--- src/rtl/id_dispatch_pkg.sv ---
// -----------------------------------------------------------------------------
// id_dispatch_pkg
// Shared types for the decoded-instruction dispatch queue:
//   - dispatch_state_t : scheduler FSM states (RUN, DRAIN, SOLO)
//   - hazard_fields_t  : the per-instruction register/serialisation fields
//                        used for the intra-pair issue check
//   - CNT_W            : occupancy width for the default 8-entry queue
// -----------------------------------------------------------------------------
package id_dispatch_pkg;

    localparam int DEFAULT_DEPTH = 8;
    localparam int CNT_W         = $clog2(DEFAULT_DEPTH) + 1;

    typedef enum logic [1:0] {
        RUN   = 2'd0,
        DRAIN = 2'd1,
        SOLO  = 2'd2
    } dispatch_state_t;

    typedef struct packed {
        logic       wen;
        logic [4:0] waddr;
        logic       r1en;
        logic [4:0] r1addr;
        logic       r2en;
        logic [4:0] r2addr;
        logic       serial;
    } hazard_fields_t;

endpackage

--- src/rtl/id_dispatch_hazard.sv ---
// -----------------------------------------------------------------------------
// id_dispatch_hazard
// Combinational pair check: decides whether the younger instruction may issue
// in the same cycle as the older one.
// Ports:
//   older   in  hazard fields of the head entry
//   younger in  hazard fields of head+1
//   dual_ok out 1 when neither entry is serialising and there is no RAW/WAW
//               dependency of the younger on the older's destination
// -----------------------------------------------------------------------------
module id_dispatch_hazard
    import id_dispatch_pkg::*;
(
    input  hazard_fields_t older,
    input  hazard_fields_t younger,
    output logic           dual_ok
);

    logic writes_real_reg;
    logic raw_or_waw;

    // Writes to r0 are discarded by the register file, so they never create
    // a dependency for the younger instruction.
    always_comb begin
        writes_real_reg = older.wen && (older.waddr != 5'd0);
        raw_or_waw      = writes_real_reg &&
                          ((younger.r1en && (younger.r1addr == older.waddr)) ||
                           (younger.r2en && (younger.r2addr == older.waddr)) ||
                           (younger.wen  && (younger.waddr  == older.waddr)));
        dual_ok         = !older.serial && !younger.serial && !raw_or_waw;
    end

endmodule

--- src/rtl/id_dispatch_ctrl.sv ---
// -----------------------------------------------------------------------------
// id_dispatch_ctrl
// Decoded-instruction queue and in-order dual-issue scheduler sitting between
// the two-slot decode stage and issue/execute.
// Ports:
//   clk, rst          clock, synchronous active-high reset
//   flush             discard queue contents and return to RUN
//   enq_valid[1:0]    decode slot valids (bit0 older); compacted on write
//   enq_ready         room for two more entries (registered count only)
//   enq_payload/...   per-slot payload and register/serial fields
//   backend_idle      nothing in flight past issue
//   serial_done       pulse: the serialised instruction has committed
//   issue_ready       backend accepts this cycle's issue
//   issue_valid[1:0]  bit0 = head, bit1 = head+1
//   issue_payload     payloads of head and head+1
//   occupancy         registered entry count
// -----------------------------------------------------------------------------
module id_dispatch_ctrl
    import id_dispatch_pkg::*;
#(
    parameter int DEPTH = 8,
    parameter int DW    = 128
) (
    input  logic                    clk,
    input  logic                    rst,
    input  logic                    flush,
    input  logic [1:0]              enq_valid,
    output logic                    enq_ready,
    input  logic [1:0][DW-1:0]      enq_payload,
    input  logic [1:0]              enq_wen,
    input  logic [1:0][4:0]         enq_waddr,
    input  logic [1:0]              enq_r1en,
    input  logic [1:0]              enq_r2en,
    input  logic [1:0][4:0]         enq_r1addr,
    input  logic [1:0][4:0]         enq_r2addr,
    input  logic [1:0]              enq_serial,
    input  logic                    backend_idle,
    input  logic                    serial_done,
    input  logic                    issue_ready,
    output logic [1:0]              issue_valid,
    output logic [1:0][DW-1:0]      issue_payload,
    output logic [$clog2(DEPTH):0]  occupancy
);

    localparam int PTR_W = $clog2(DEPTH);
    localparam int OCC_W = PTR_W + 1;

    logic [DW-1:0]      pay_mem [DEPTH];
    hazard_fields_t     fld_mem [DEPTH];

    logic [PTR_W-1:0]   head;
    logic [PTR_W-1:0]   tail;
    logic [PTR_W-1:0]   head1;
    logic [PTR_W-1:0]   tail1;
    logic [OCC_W-1:0]   count;
    logic [OCC_W-1:0]   count_nxt;
    dispatch_state_t    state;
    dispatch_state_t    state_nxt;

    hazard_fields_t     slot_fld [2];
    hazard_fields_t     wr0_fld;
    logic [DW-1:0]      wr0_pay;
    logic               wr0;
    logic               wr1;
    logic [1:0]         enq_num;
    logic [1:0]         deq_num;

    hazard_fields_t     h0;
    hazard_fields_t     h1;
    logic               dual_ok;
    logic               head_ok;

    assign head1 = head + PTR_W'(1);
    assign tail1 = tail + PTR_W'(1);
    assign h0    = fld_mem[head];
    assign h1    = fld_mem[head1];

    assign enq_ready     = (count <= OCC_W'(DEPTH - 2));
    assign occupancy     = count;
    assign issue_payload = {pay_mem[head1], pay_mem[head]};

    id_dispatch_hazard u_hazard (
        .older   (h0),
        .younger (h1),
        .dual_ok (dual_ok)
    );

    // Gather the decode-slot fields and compact them: a lone valid slot (either
    // one) always lands at tail, and slot 1 goes to tail+1 only for a pair.
    always_comb begin
        for (int s = 0; s < 2; s++) begin
            slot_fld[s] = '{wen:    enq_wen[s],
                            waddr:  enq_waddr[s],
                            r1en:   enq_r1en[s],
                            r1addr: enq_r1addr[s],
                            r2en:   enq_r2en[s],
                            r2addr: enq_r2addr[s],
                            serial: enq_serial[s]};
        end
        wr0_fld = enq_valid[0] ? slot_fld[0]    : slot_fld[1];
        wr0_pay = enq_valid[0] ? enq_payload[0] : enq_payload[1];
        wr0     = enq_ready && (enq_valid != 2'b00);
        wr1     = enq_ready && (enq_valid == 2'b11);
        enq_num = {1'b0, wr0} + {1'b0, wr1};
    end

    // Issue selection. In RUN a non-serial head goes straight out and a serial
    // head waits for an idle backend; in DRAIN only the serial head can go, and
    // only once the backend is idle. Nothing issues in SOLO. The pair slot is
    // never used for serialising instructions (dual_ok already excludes them).
    always_comb begin
        issue_valid = 2'b00;
        head_ok     = 1'b0;
        if (count != '0) begin
            case (state)
                RUN:     head_ok = !h0.serial || backend_idle;
                DRAIN:   head_ok = backend_idle;
                default: head_ok = 1'b0;
            endcase
        end
        issue_valid[0] = head_ok;
        issue_valid[1] = head_ok && (state == RUN) && (count > OCC_W'(1)) && dual_ok;
        deq_num        = issue_ready ? ({1'b0, issue_valid[0]} + {1'b0, issue_valid[1]}) : 2'd0;
        count_nxt      = count + OCC_W'(enq_num) - OCC_W'(deq_num);
    end

    // Serialisation FSM. A serial head either waits in DRAIN for the backend to
    // empty, or issues directly when it is already idle; after it issues, SOLO
    // holds off all younger issue until the commit pulse arrives.
    always_comb begin
        state_nxt = state;
        case (state)
            RUN: begin
                if ((count != '0) && h0.serial) begin
                    if (!backend_idle) begin
                        state_nxt = DRAIN;
                    end else if (issue_ready) begin
                        state_nxt = SOLO;
                    end
                end
            end
            DRAIN: begin
                if (backend_idle && issue_ready) begin
                    state_nxt = SOLO;
                end
            end
            SOLO: begin
                if (serial_done) begin
                    state_nxt = RUN;
                end
            end
            default: state_nxt = RUN;
        endcase
    end

    // Pointer, count and state registers. Flush behaves exactly like reset and
    // swallows any enqueue or issue happening in the same cycle.
    always_ff @(posedge clk) begin
        if (rst || flush) begin
            head  <= '0;
            tail  <= '0;
            count <= '0;
            state <= RUN;
        end else begin
            head  <= head + PTR_W'(deq_num);
            tail  <= tail + PTR_W'(enq_num);
            count <= count_nxt;
            state <= state_nxt;
        end
    end

    // Entry storage has no reset; contents are only meaningful between head
    // and tail, and writes are suppressed during reset/flush.
    always_ff @(posedge clk) begin
        if (!rst && !flush) begin
            if (wr0) begin
                pay_mem[tail] <= wr0_pay;
                fld_mem[tail] <= wr0_fld;
            end
            if (wr1) begin
                pay_mem[tail1] <= enq_payload[1];
                fld_mem[tail1] <= slot_fld[1];
            end
        end
    end

endmodule
--- config.mk ---
export PLATFORM = sky130hd
export DESIGN_NAME = id_dispatch_ctrl
export DESIGN_NICKNAME = d
export VERILOG_FILES = /design/src/rtl/id_dispatch_pkg.sv /design/src/rtl/id_dispatch_hazard.sv /design/src/rtl/id_dispatch_ctrl.sv
export SDC_FILE = /design/constraint.sdc
export NUM_CORES = 2
export LEC_CHECK = 0
export BUFFER_PORTS_ARGS = -buffer_cell sky130_fd_sc_hd__buf_2
export CORE_ASPECT_RATIO = 0.8
export CORE_MARGIN = 10
export CORE_UTILIZATION = 45
export DETAILED_ROUTE_END_ITERATION = 8
export PLACE_DENSITY_LB_ADDON = 0.15
export SLEW_MARGIN = 25
export SYNTH_ARGS = -nofsm -noshare
export SYNTH_HDL_FRONTEND = slang
export SYNTH_SLANG_ARGS = --single-unit
--- constraint.sdc ---
create_clock -name clk -period 29.4 [get_ports clk]
set_input_delay 4.41 -clock clk [delete_from_list [all_inputs] [get_ports clk]]
set_output_delay 4.41 -clock clk [all_outputs]
set_load 0.01 [all_outputs]
Yosys cells after proc, flatten, opt, wreduce, memory -nomap -nowiden
Memories as Yosys holds them, arrays and structs flattened. A register that Yosys moved wholly into a read port is not among the register bits.
Cells that the tools add are included.
{ "totals": {"latch_bits": 0, "reg_bits": 12, "mem_bits_ro": 0, "mem_count": 2, "ram_bits": 1176} }
{ "mem_list": {"columns": ["name", "words", "width", "read_ports", "rd_clocked_by_memory_dff", "wr", "line", "rtl"], "rows": [
  ["pay_mem", 8, 128, 2, 1, 2, "id_dispatch_ctrl.sv:48", "logic [DW-1:0] pay_mem [DEPTH];"],
  ["fld_mem", 8, 19, 2, 1, 2, "id_dispatch_ctrl.sv:49", "hazard_fields_t fld_mem [DEPTH];"]
]} }
{ "op_classes": {"addsub": 8, "muxes": 19, "n_shift": 0, "bitwise_logic": 0, "n_mul": 0, "div": 0, "magnitude_cmp": 2, "n_reduce_logical": 29, "eq_ne": 10} }
{ "ops": {"columns": ["operator", "count"], "rows": [
  ["two-way mux 128 bit", 1],
  ["two-way mux 19 bit", 1],
  ["== test 5 bit", 3],
  ["logical AND 1 bit", 15],
  ["two-way mux 2 bit", 6],
  ["two-way mux 1 bit", 7],
  ["adder 3 x 1 -> 3 bit (second input constant)", 2],
  ["adder 3 x 2 -> 3 bit", 2],
  ["two-way mux 3 bit", 2],
  ["one-hot mux 2 bit (3 select lines)", 1],
  ["zero test 1 bit", 5],
  ["nonzero test 5 bit", 1],
  ["adder 1 x 1 -> 2 bit", 2],
  ["adder 4 x 2 -> 4 bit", 1],
  ["== test 2 bit (second input constant)", 2],
  ["greater-than comparator 4 x 1 -> 1 bit (second input constant)", 1],
  ["less-or-equal comparator 4 x 3 -> 1 bit (second input constant)", 1],
  ["logical OR 1 bit", 4],
  ["!= test 2 bit (second input constant)", 2],
  ["AND reduction 4 bit", 1],
  ["nonzero test 4 bit", 1],
  ["subtractor 4 x 2 -> 4 bit", 1],
  ["!= test 3 bit (second input constant)", 1],
  ["== test 2 x 1 -> 1 bit (second input constant)", 1],
  ["other kinds (4)", 4]
]} }

Longest topological paths before layout
An unclocked memory read counts as a cell.
{ "depth": {"word_depth": 14, "depth_mapped": 21, "ltp_nobuf": 17} }

Hierarchy
From an unflattened synthesis, not the netlist that was laid out.
{ "unflattened": {"hier_cells": 3832, "hier_area_um2": 69445.4} }
{ "modules_own_cells": {"columns": ["mod", "area_each_um2", "seq_area_each_um2", "cells_each", "n_inst"], "rows": [
  ["id_dispatch_ctrl", 69247.7, 35554.1, 3806, 1],
  ["id_dispatch_hazard", 197.7, 0.0, 26, 1]
]} }

Least setup slack after synthesis
OpenSTA, ideal clock, no wires.
{ "synth_path": {"path_kind": "in2reg", "from": "input port enq_valid[0]", "to": "memory fld_mem[1][0] in the netlist's numbering, enable pin", "t_arrival_ns": 15.840, "required_ns": 28.530, "path_stages": 5, "path_slack_ns": 12.690, "path_buffers": 2, "setup_time_ns": 0.870, "path_cell_list": "clkbuf_1 > buf_2 > o21a_1 > nand3_1 > o31ai_1"} }
{ "synth_lines": {"columns": ["element", "line", "rtl"], "rows": [
  ["start: declaration", "id_dispatch_ctrl.sv:27", "input logic [1:0] enq_valid,"],
  ["end: declaration", "id_dispatch_ctrl.sv:49", null]
]} }

==> run metrics <==
outcome=completed; crit-path max cell delay=830 ps; Final ANT Viol Nets=0; routed via count=48.2k; PortBufs=564; Die Area=165000 um^2; power share of the combinational group=23.0%; crit end category=primary output; crit path DAT=5660 ps; Die Wd=452 um; Max-slew headroom=29.0%; Clock Pin Slew Worst Setup and Hold Paths=60 ps; placed cell area=71100 um^2; share of the synthesized area in the top cell type=52.6%; Synth warnings=0; Cell variety after synth=41; post-synthesis net count=5918; Total Routing Usage GR=25.8%; Layout Cells excl Fill=7897; RePlAce Congestion=0.797; Worst Path Required=24990 ps; CORE AREA=148000 um^2; EDFF count, synth=1176; number of synthesized register bits=1188; CTS tree=done; Reg area=35600 um^2; final setup violation count=0; Synth Flop Type=edfxtp_1; synth top area cells=edfxtp_1, mux4_2, a21oi_1; RSZ-0062 raised after global routing=false; register area share after synthesis=52.9%; share of cells above drive strength 1=26.4%; final clock skew=31.8 ps; minimum clock period=10070 ps; CP most frequent cell=buf_4; cell internal pwr=0.00337 W; Worst Setup Start Kind=flip-flop; H-tree depth=4; FMAX=99.3 MHz; Mapped Avg Cell Area=12.0 um^2; CTS sink cnt=1188; Async S/R FF share, synth=0%; max-cap violation count=0; Tcrit/Tclk final=34.2%; root buf cell=clkbuf_16; Sequential Power Share=42.0%; PD cells=62.1 nW/um^2; Overall Power=0.00468 W; WL/cell=27.7 um; first-pass iteration count of the detailed router=6; sw frac=28.1%; Num CTS Buffers=134; CTS resizes=0; placed insts=7637; Worst path slowest cell=buf_4; Synth Instances=5600; CP max FO=47; largest net degree at the start of global routing=143; final net count=6112; grt ovf=0; Vert. Die Dim=366 um; drc violations=0; Fin. Hold Viols=0; setup tns final=0 ps; Core Rows=126; fillers=12.9k; Syn Std Cell Area=67200 um^2; clock latency on the worst-skew pair=790 ps; Worst VDD drop=0.0388 mV; clk buf depth=3; setup bufs post-CTS=0; initial core utilization=45.4%; Initial DRC Count=5810; Post-Route WL=219000 um; first-pass GRT wire length=320000 um; Max Slew Vio Count=0; Hold Crit Class=flip-flop to flip-flop; crit path cell chain=ha_4 -> buf_4 -> buf_4 -> buf_4 -> mux4_2 -> mux2_2 -> buf_2; Vias per Instance=6.11; I/O Pins=565; Area Growth Syn to Fin=12.3%; area of the multi-input gates=29300 um^2; Psw=0.00131 W; Synth area leader=edfxtp_1; cell area after layout=75400 um^2; Setup CP Type=flip-flop to primary output; leakage power=26.1 nW; Clk network pwr share=35.1%; initial antenna violation count=46; Slew @ Worst Pin=1060 ps; fin util=51.0%; hold buffer count at CTS=0; vias in the first global route=47.1k; hpwl dp=131000 um
[per-layer routing]
layer | wire length [um] | global-route usage [%] | part of all wire, %
met1 | 85800 | 33.9 | 39
met2 | 109000 | 43.3 | 50
met3 | 17500 | 4.26 | 8.0
met4 | 6730 | 9.15 | 3.1
met5 | 155 | 0 | 0.071
[power by group through the flow]
| stage | combinational (W) | clock, W | sequential, W |
|---|---|---|---|
| global route | 0.00116 | 0.00173 | 0.00197 |
| global placement | 0.00107 | 0 | 0.00200 |
| floorplan | 0.000767 | 0 | 0.00201 |
| finish | 0.00107 | 0.00164 | 0.00197 |
| CTS | 0.00109 | 0.00166 | 0.00196 |
| detailed placement | 0.00108 | 0 | 0.00200 |
[per-stage QoR]
step | hold slack (ps) | setup slack, ps
floorplan | 532 | 12690
global placement | 651 | 19960
detailed placement | 666 | 19960
CTS | 682 | 19110
global route | 705 | 18850
finish | 685 | 19330
[worst max-delay path: cells and delay by family, from the launching register on]
kind                     cells  cell delay, ps
buffers and inverters        4            2360
multiplexers                 2             900
adder cells (fa/ha/maj)      1             800
flip-flops                   1             630
[area by class of cell]
| class | instances | share of cell area [%] |
|---|---|---|
| tap | 1984 | 3.29 |
| clock buffer | 174 | 4.76 |
| timing repair buffer | 661 | 5.00 |
| inverter | 13 | 0.0714 |
| sequential | 1188 | 47.2 |
| antenna | 19 | 0.0631 |
| clock inverter | 62 | 0.730 |
| multi-input combinational | 3796 | 38.9 |
[registers in the layout, summed over array words and instances (netlist names)]
signal and flops:
head 3, occupancy 4, state 2, pay_mem 1024, tail 3, fld_mem 152
[cell usage in the layout, fill, tap and decap left out, types with 3 or more instances in the layout]
cell type,n
buf_16,6
nand3_1,11
xnor2_1,23
mux2i_1,205
buf_2,563
and2_1,9
dfxtp_4,3
nand4_1,4
clkbuf_1,36
inv_6,6
a22oi_1,5
nor2_1,1197
a21oi_1,1180
ha_1,11
nand3_4,4
buf_12,6
clkbuf_16,138
inv_1,12
diode_2,19
nor3_1,5
clkinv_2,17
dfxtp_1,9
xor2_1,13
nor4_1,4
mux4_2,565
nand2_1,393
edfxtp_1,1176
clkinv_8,3
bufinv_16,8
nand2_4,4
clkinv_1,26
buf_6,3
fa_1,4
o21ai_4,6
and3_1,3
buf_4,82
mux2_2,130
[logic make-up after synthesis]
| logic type | count (synthesis) | share of synthesized area (%) |
|---|---|---|
| multiplexers | 900 | 24.2 |
| buffers and inverters | 616 | 3.69 |
| XOR/XNOR | 37 | 0.483 |
| AND/OR/NAND/NOR | 1642 | 9.33 |
| AO/OA/AOI/OAI | 1201 | 9.03 |
| adder cells (fa/ha/maj) | 16 | 0.343 |
| flip-flops | 1188 | 52.9 |
[synthesized netlist by cell type, drive strengths merged (2+ instances only)]
| library cell | n |
|---|---|
| a21oi | 1180 |
| a22oi | 5 |
| and2 | 9 |
| and3 | 3 |
| buf | 259 |
| clkbuf | 344 |
| dfxtp | 12 |
| edfxtp | 1176 |
| fa | 4 |
| ha | 12 |
| inv | 13 |
| mux2 | 130 |
| mux2i | 205 |
| mux4 | 565 |
| nand2 | 397 |
| nand3 | 15 |
| nand4 | 4 |
| nor2 | 1197 |
| nor2b | 2 |
| nor3 | 6 |
| nor4 | 4 |
| o21ai | 7 |
| o31ai | 2 |
| or4 | 2 |
| xnor2 | 23 |
| xor2 | 14 |
[final timing paths]
path / endpoint / startpoint / slack, ps / depth (start not counted)
hold / removal: state[0]$_SDFFE_PP0P_ / state[0]$_SDFFE_PP0P_ / 690 / 2
hold reg to reg: state[0]$_SDFFE_PP0P_ / state[0]$_SDFFE_PP0P_ / 690 / 2
setup reg to reg: occupancy[3]$_SDFF_PP0_ / head[0]$_SDFF_PP0_ / 22880 / 18
setup / recovery: issue_payload[174] / head[0]$_SDFF_PP0_ / 19330 / 7
Power figures use the tool's default switching activity.
